File: src/rtl/linear_layer_i4xi4_q_start_fifo_pkg.sv
`default_nettype none
// +--------------------------------------------------------------------------+
// | linear_layer_i4xi4_q_start_fifo_pkg                                      |
// | Handshake operation decode shared by the start-token FIFO.               |
// | Revision: 1.0                                                            |
// +--------------------------------------------------------------------------+
package linear_layer_i4xi4_q_start_fifo_pkg;

    typedef enum logic [1:0] {
        OP_IDLE = 2'd0,
        OP_PUSH = 2'd1,
        OP_POP  = 2'd2,
        OP_BOTH = 2'd3
    } fifo_op_e;

    function automatic fifo_op_e decode_op(input logic push, input logic pop);
        return fifo_op_e'({pop, push});
    endfunction

endpackage
`default_nettype wire

File: src/rtl/linear_layer_i4xi4_q_start_fifo_srl.sv
`default_nettype none
// +--------------------------------------------------------------------------+
// | linear_layer_i4xi4_q_start_fifo_srl                                      |
// | Shift-register token storage with a random-access read tap.              |
// | Revision: 1.0                                                            |
// +--------------------------------------------------------------------------+
module linear_layer_i4xi4_q_start_fifo_srl #(
    parameter int DATA_WIDTH = 1,
    parameter int ADDR_WIDTH = 1,
    parameter int DEPTH      = 2
) (
    input  logic                  clk,
    input  logic                  we,
    input  logic [ADDR_WIDTH-1:0] addr,
    input  logic [DATA_WIDTH-1:0] din,
    output logic [DATA_WIDTH-1:0] dout
);

    logic [DATA_WIDTH-1:0] r_mem [DEPTH];

    always_ff @(posedge clk) begin
        if (we) begin
            r_mem[0] <= din;
            for (int i = 1; i < DEPTH; i++) begin
                r_mem[i] <= r_mem[i-1];
            end
        end
    end

    // Addresses beyond DEPTH-1 only occur while empty, where dout is don't-care.
    always_comb begin
        dout = r_mem[0];
        for (int i = 0; i < DEPTH; i++) begin
            if (addr == ADDR_WIDTH'(i)) begin
                dout = r_mem[i];
            end
        end
    end

endmodule
`default_nettype wire

File: src/rtl/linear_layer_i4xi4_q_start_fifo.sv
`default_nettype none
// +--------------------------------------------------------------------------+
// | linear_layer_i4xi4_q_start_fifo                                          |
// | Shift-register FIFO with registered empty/full flags and enables.        |
// | Revision: 1.0                                                            |
// +--------------------------------------------------------------------------+
module linear_layer_i4xi4_q_start_fifo
    import linear_layer_i4xi4_q_start_fifo_pkg::*;
#(
    parameter     MEM_STYLE  = "shiftreg",
    parameter int DATA_WIDTH = 1,
    parameter int ADDR_WIDTH = 1,
    parameter int DEPTH      = 2
) (
    input  logic                  clk,
    input  logic                  reset,
    input  logic                  if_read_ce,
    input  logic                  if_read,
    output logic                  if_empty_n,
    output logic [DATA_WIDTH-1:0] if_dout,
    input  logic                  if_write_ce,
    input  logic                  if_write,
    input  logic [DATA_WIDTH-1:0] if_din,
    output logic                  if_full_n
);

    localparam int c_cnt_w = $clog2(DEPTH + 1);

    logic [c_cnt_w-1:0]    r_cnt;
    logic [c_cnt_w-1:0]    w_cnt_next;
    logic                  r_empty_n;
    logic                  r_full_n;
    logic                  w_push;
    logic                  w_pop;
    fifo_op_e              w_op;
    logic [ADDR_WIDTH-1:0] w_addr;

    assign w_push = if_write & if_write_ce & r_full_n;
    assign w_pop  = if_read  & if_read_ce  & r_empty_n;
    assign w_op   = decode_op(w_push, w_pop);

    always_comb begin
        w_cnt_next = r_cnt;
        case (w_op)
            OP_PUSH: w_cnt_next = r_cnt + c_cnt_w'(1);
            OP_POP:  w_cnt_next = r_cnt - c_cnt_w'(1);
            default: w_cnt_next = r_cnt;
        endcase
    end

    // Flags are registered from the next count so they line up with r_cnt.
    always_ff @(posedge clk) begin
        if (reset) begin
            r_cnt     <= '0;
            r_empty_n <= 1'b0;
            r_full_n  <= 1'b1;
        end else begin
            r_cnt     <= w_cnt_next;
            r_empty_n <= (w_cnt_next != '0);
            r_full_n  <= (w_cnt_next != c_cnt_w'(DEPTH));
        end
    end

    // The oldest token sits at slot cnt-1 because every push shifts up by one.
    assign w_addr = ADDR_WIDTH'(r_cnt - c_cnt_w'(1));

    linear_layer_i4xi4_q_start_fifo_srl #(
        .DATA_WIDTH (DATA_WIDTH),
        .ADDR_WIDTH (ADDR_WIDTH),
        .DEPTH      (DEPTH)
    ) u_srl (
        .clk  (clk),
        .we   (w_push),
        .addr (w_addr),
        .din  (if_din),
        .dout (if_dout)
    );

    assign if_empty_n = r_empty_n;
    assign if_full_n  = r_full_n;

endmodule
`default_nettype wire

File: config.mk
export PLATFORM = sky130hd
export DESIGN_NAME = linear_layer_i4xi4_q_start_fifo
export DESIGN_NICKNAME = d
export VERILOG_FILES = /design/src/rtl/linear_layer_i4xi4_q_start_fifo_pkg.sv /design/src/rtl/linear_layer_i4xi4_q_start_fifo_srl.sv /design/src/rtl/linear_layer_i4xi4_q_start_fifo.sv
export SDC_FILE = /design/constraint.sdc
export NUM_CORES = 1
export LEC_CHECK = 0
export ABC_AREA = 0
export ABC_CLOCK_PERIOD_IN_PS = 1400
export BUFFER_PORTS_ARGS = -buffer_cell sky130_fd_sc_hd__buf_4
export CAP_MARGIN = 20
export CORE_AREA = 2 2 39 41
export CTS_CLUSTER_DIAMETER = 150
export CTS_CLUSTER_SIZE = 30
export DETAILED_ROUTE_END_ITERATION = 16
export DIE_AREA = 0 0 41 43
export PLACE_DENSITY = 0.44
export REMOVE_ABC_BUFFERS = 1
export SYNTH_ARGS = -nofsm -noshare
export SYNTH_HDL_FRONTEND = slang
export SYNTH_SLANG_ARGS = --single-unit
File: constraint.sdc
create_clock -name clk -period 1.4 [get_ports clk]
set_input_delay 0.14 -clock clk [delete_from_list [all_inputs] [get_ports clk]]
set_output_delay 0.14 -clock clk [all_outputs]
set_load 0.01 [all_outputs]
==> key figures <==
Status
  • Status: finished clean

Place
  • Placer Congestion: 0.774
  • PortBufs: 9
  • Dpl hpwl: 494 um

Finish
  • FILL cells: 149
  • P&R area growth vs syn: 29.7%
  • Number of diodes: 0
  • Most common cell after layout, fill and taps aside: buf_4
  • Most frequent cells in the layout: buf_4, nand2_1, clkbuf_4, dfxtp_1
  • Nets@finish: 58
  • Share of cells above drive strength 1: 42.6%

Route
  • Drt pass-1 iters: 4
  • Per-cell routed wire length: 10.7 um
  • DRT Wirelength: 676 um
  • DR vias: 303
  • DR DRC count: 0
  • 1st-iter DRT viols: 10
  • Antenna-violating nets left: 0
  • Via/cell ratio: 4.81

Synthesis
  • Sequential fraction of the synthesis area: 38.6%
  • #FFs+latches synth: 6
  • Count of flip-flops with a built-in enable after synthesis: 2
  • Asr flop ratio synth: 0%
  • Post-Syn Area: 363 um^2
  • Share of the synthesized area in the top cell type: roughly 22%
  • Yosys warns: 0
  • Post-synth cell types: 26
  • Avg Inst Size Synth: 9.55 um^2
  • Cells after Synth: 38
  • Ys flop type: dfxtp_1
  • Largest area contributor in the netlist: dfxtp_1
  • Ranking of synthesized cells by area: dfxtp_1, edfxtp_1, ha_1

Pwr
  • Pleak: 0.191 nW
  • Power Dens Cells: approximately 860 nW/um^2
  • Overall Power: 406 uW
  • Maximum VDD drop: between 0.0002 and 0.0003 V

Clock tree
  • Root Buffer: clkbuf_4
  • Skew-Pair Late Insertion Delay: approximately 0.25 ns
  • Sink Count: 6
  • Max clock buf depth: 2
  • Clk pin slew, worst setup/hold paths: 0.05 ns
  • CTS Buf Count: 3
  • CTS tree: done
  • Cts hold-fix bufs: 0
  • CTS H-tree depth: 1
  • Setup Buffers After CTS: 0

Floorplan
  • FP Rows: 14
  • Io pins: 10
  • Die ar.: 1760 um^2
  • Core Region: approximately 1400 um^2
  • Starting Density: 26.2%
  • Die width: 41 um
  • Die height: 43 um

Timing
  • Fin crit share: 94.8%
  • Worst-margin pin slew: approximately 0.32 ns
  • Setup TNS after final layout: 0 ns
  • F_max: 754 MHz
  • Final Hold Viols: 0
  • Unrepaired setup endpoints after global routing: no
  • Fin. max-slew vios: 0
  • Final setup viols: 0
  • Final min period: ~1.3 ns
  • Slew HR: 78.4%
  • Setup Skew: about 0.0043 ns

Global route
  • Initial antenna violation count: 0
  • Vias in the first global route: 248
  • Total Routing Usage GR: roughly 8.5%
  • Global route overflow: 0
  • First-pass GRT wire length: 1000 um
  • Largest net degree at the start of global routing: 13

Setup path
  • CP Class: reg2out
  • Worst-path fanout max: 12
  • Worst path arrival time: about 1.2 ns
  • Crit. End Element: output port
  • R2R setup slack: 0.14 ns
  • Critical path required time: 1.26 ns
  • Critical Path Source Type: flip-flop

Run
  • Max cap viols: 0

Worst hold path
  • Hold Crit Class: in2reg
[logic make-up (layout without fill, tap and decap cells)]
group / after synthesis / in the layout / share of synthesized area (%)
flip-flops: 6 / 6 / 38.6
buffers and inverters: 6 / 15 / 9.65
AO/OA/AOI/OAI: 9 / 9 / 16.9
AND/OR/NAND/NOR: 13 / 13 / 22.1
adder cells (fa/ha/maj): 2 / 2 / 6.90
multiplexers: 2 / 2 / 5.86
[registers in the layout (all words and copies together), names as in the netlist]
name / cells
if_full_n: 1
if_empty_n: 1
u_srl.r_mem: 2
r_cnt: 2
[worst max-delay path: stages, from the launching register on]
cell and delay (ns):
dfxtp_2 0.45, mux2_1 0.34, buf_4 0.14
[layer usage]
layer  track usage [%]  part of all wire [%]  vias to the layer above
li1                  -                     -                      152
met1              11.0                    46                      140
met2              10.9                    47                       11
met3              3.14                   7.0                        0
met4              6.00                     0                        0
met5                 0                     0                        -
[final timing paths]
path	cells after the start	endpoint	from
worst max-delay path	2	if_dout	r_cnt[0]
worst min-delay path	1	u_srl.r_mem[0][0]	if_din
worst max register to register	6	r_cnt[1]	if_full_n
worst min register to register	0	u_srl.r_mem[0][1]	u_srl.r_mem[0][0]
[synthesized netlist by cell type, types with 2 or more instances]
cell,number
inv_1,3
o21ai_0,2
nand3_1,2
ha_1,2
nand2_1,3
edfxtp_1,2
dfxtp_1,4
a21oi_1,2
[power by group]
part	leakage [nW]	total [mW]	switching, mW	internal [mW]
Sequential	0.0516	0.191	0.00506	0.186
Combinational	0.126	0.0517	0.0228	0.0289
Clock	0.0138	0.163	0.0659	0.0972
Total	0.191	0.406	0.0937	0.312
[metrics by stage]
stage / instances / util [%] / hold slack, ns / instance area, um^2 / worst slack, ns
CTS: 63 / 32.5 / 0.0691 / 450 / 0.0521
global placement: 60 / 30.8 / 0.319 / 427 / 0.0860
floorplan: 35 / - / 0.209 / 339 / 0.106
finish: 63 / 34.0 / 0.0678 / 470 / 0.0733
global route: 63 / 34.0 / 0.0680 / 470 / 0.0109
detailed placement: 60 / 30.8 / 0.323 / 427 / 0.0508
[timing repair]
action                                  in CTS  in global routing
resized for setup                            1                  5
endpoints found under the setup margin       1                  3
hold endpoints to repair                     0                  0
[layout make-up]
| class | instances | area [um^2] | share of cell area [%] |
|---|---|---|---|
| tap | 16 | 20.0 | 4.26 |
| clock buffer | 3 | 22.5 | 4.79 |
| multi-input combinational | 26 | 208 | 44.1 |
| inverter | 3 | 11.3 | 2.39 |
| sequential | 6 | 141 | 30.1 |
| timing repair buffer | 9 | 67.6 | 14.4 |
No activity file was read; power rests on OpenSTA's default activity.
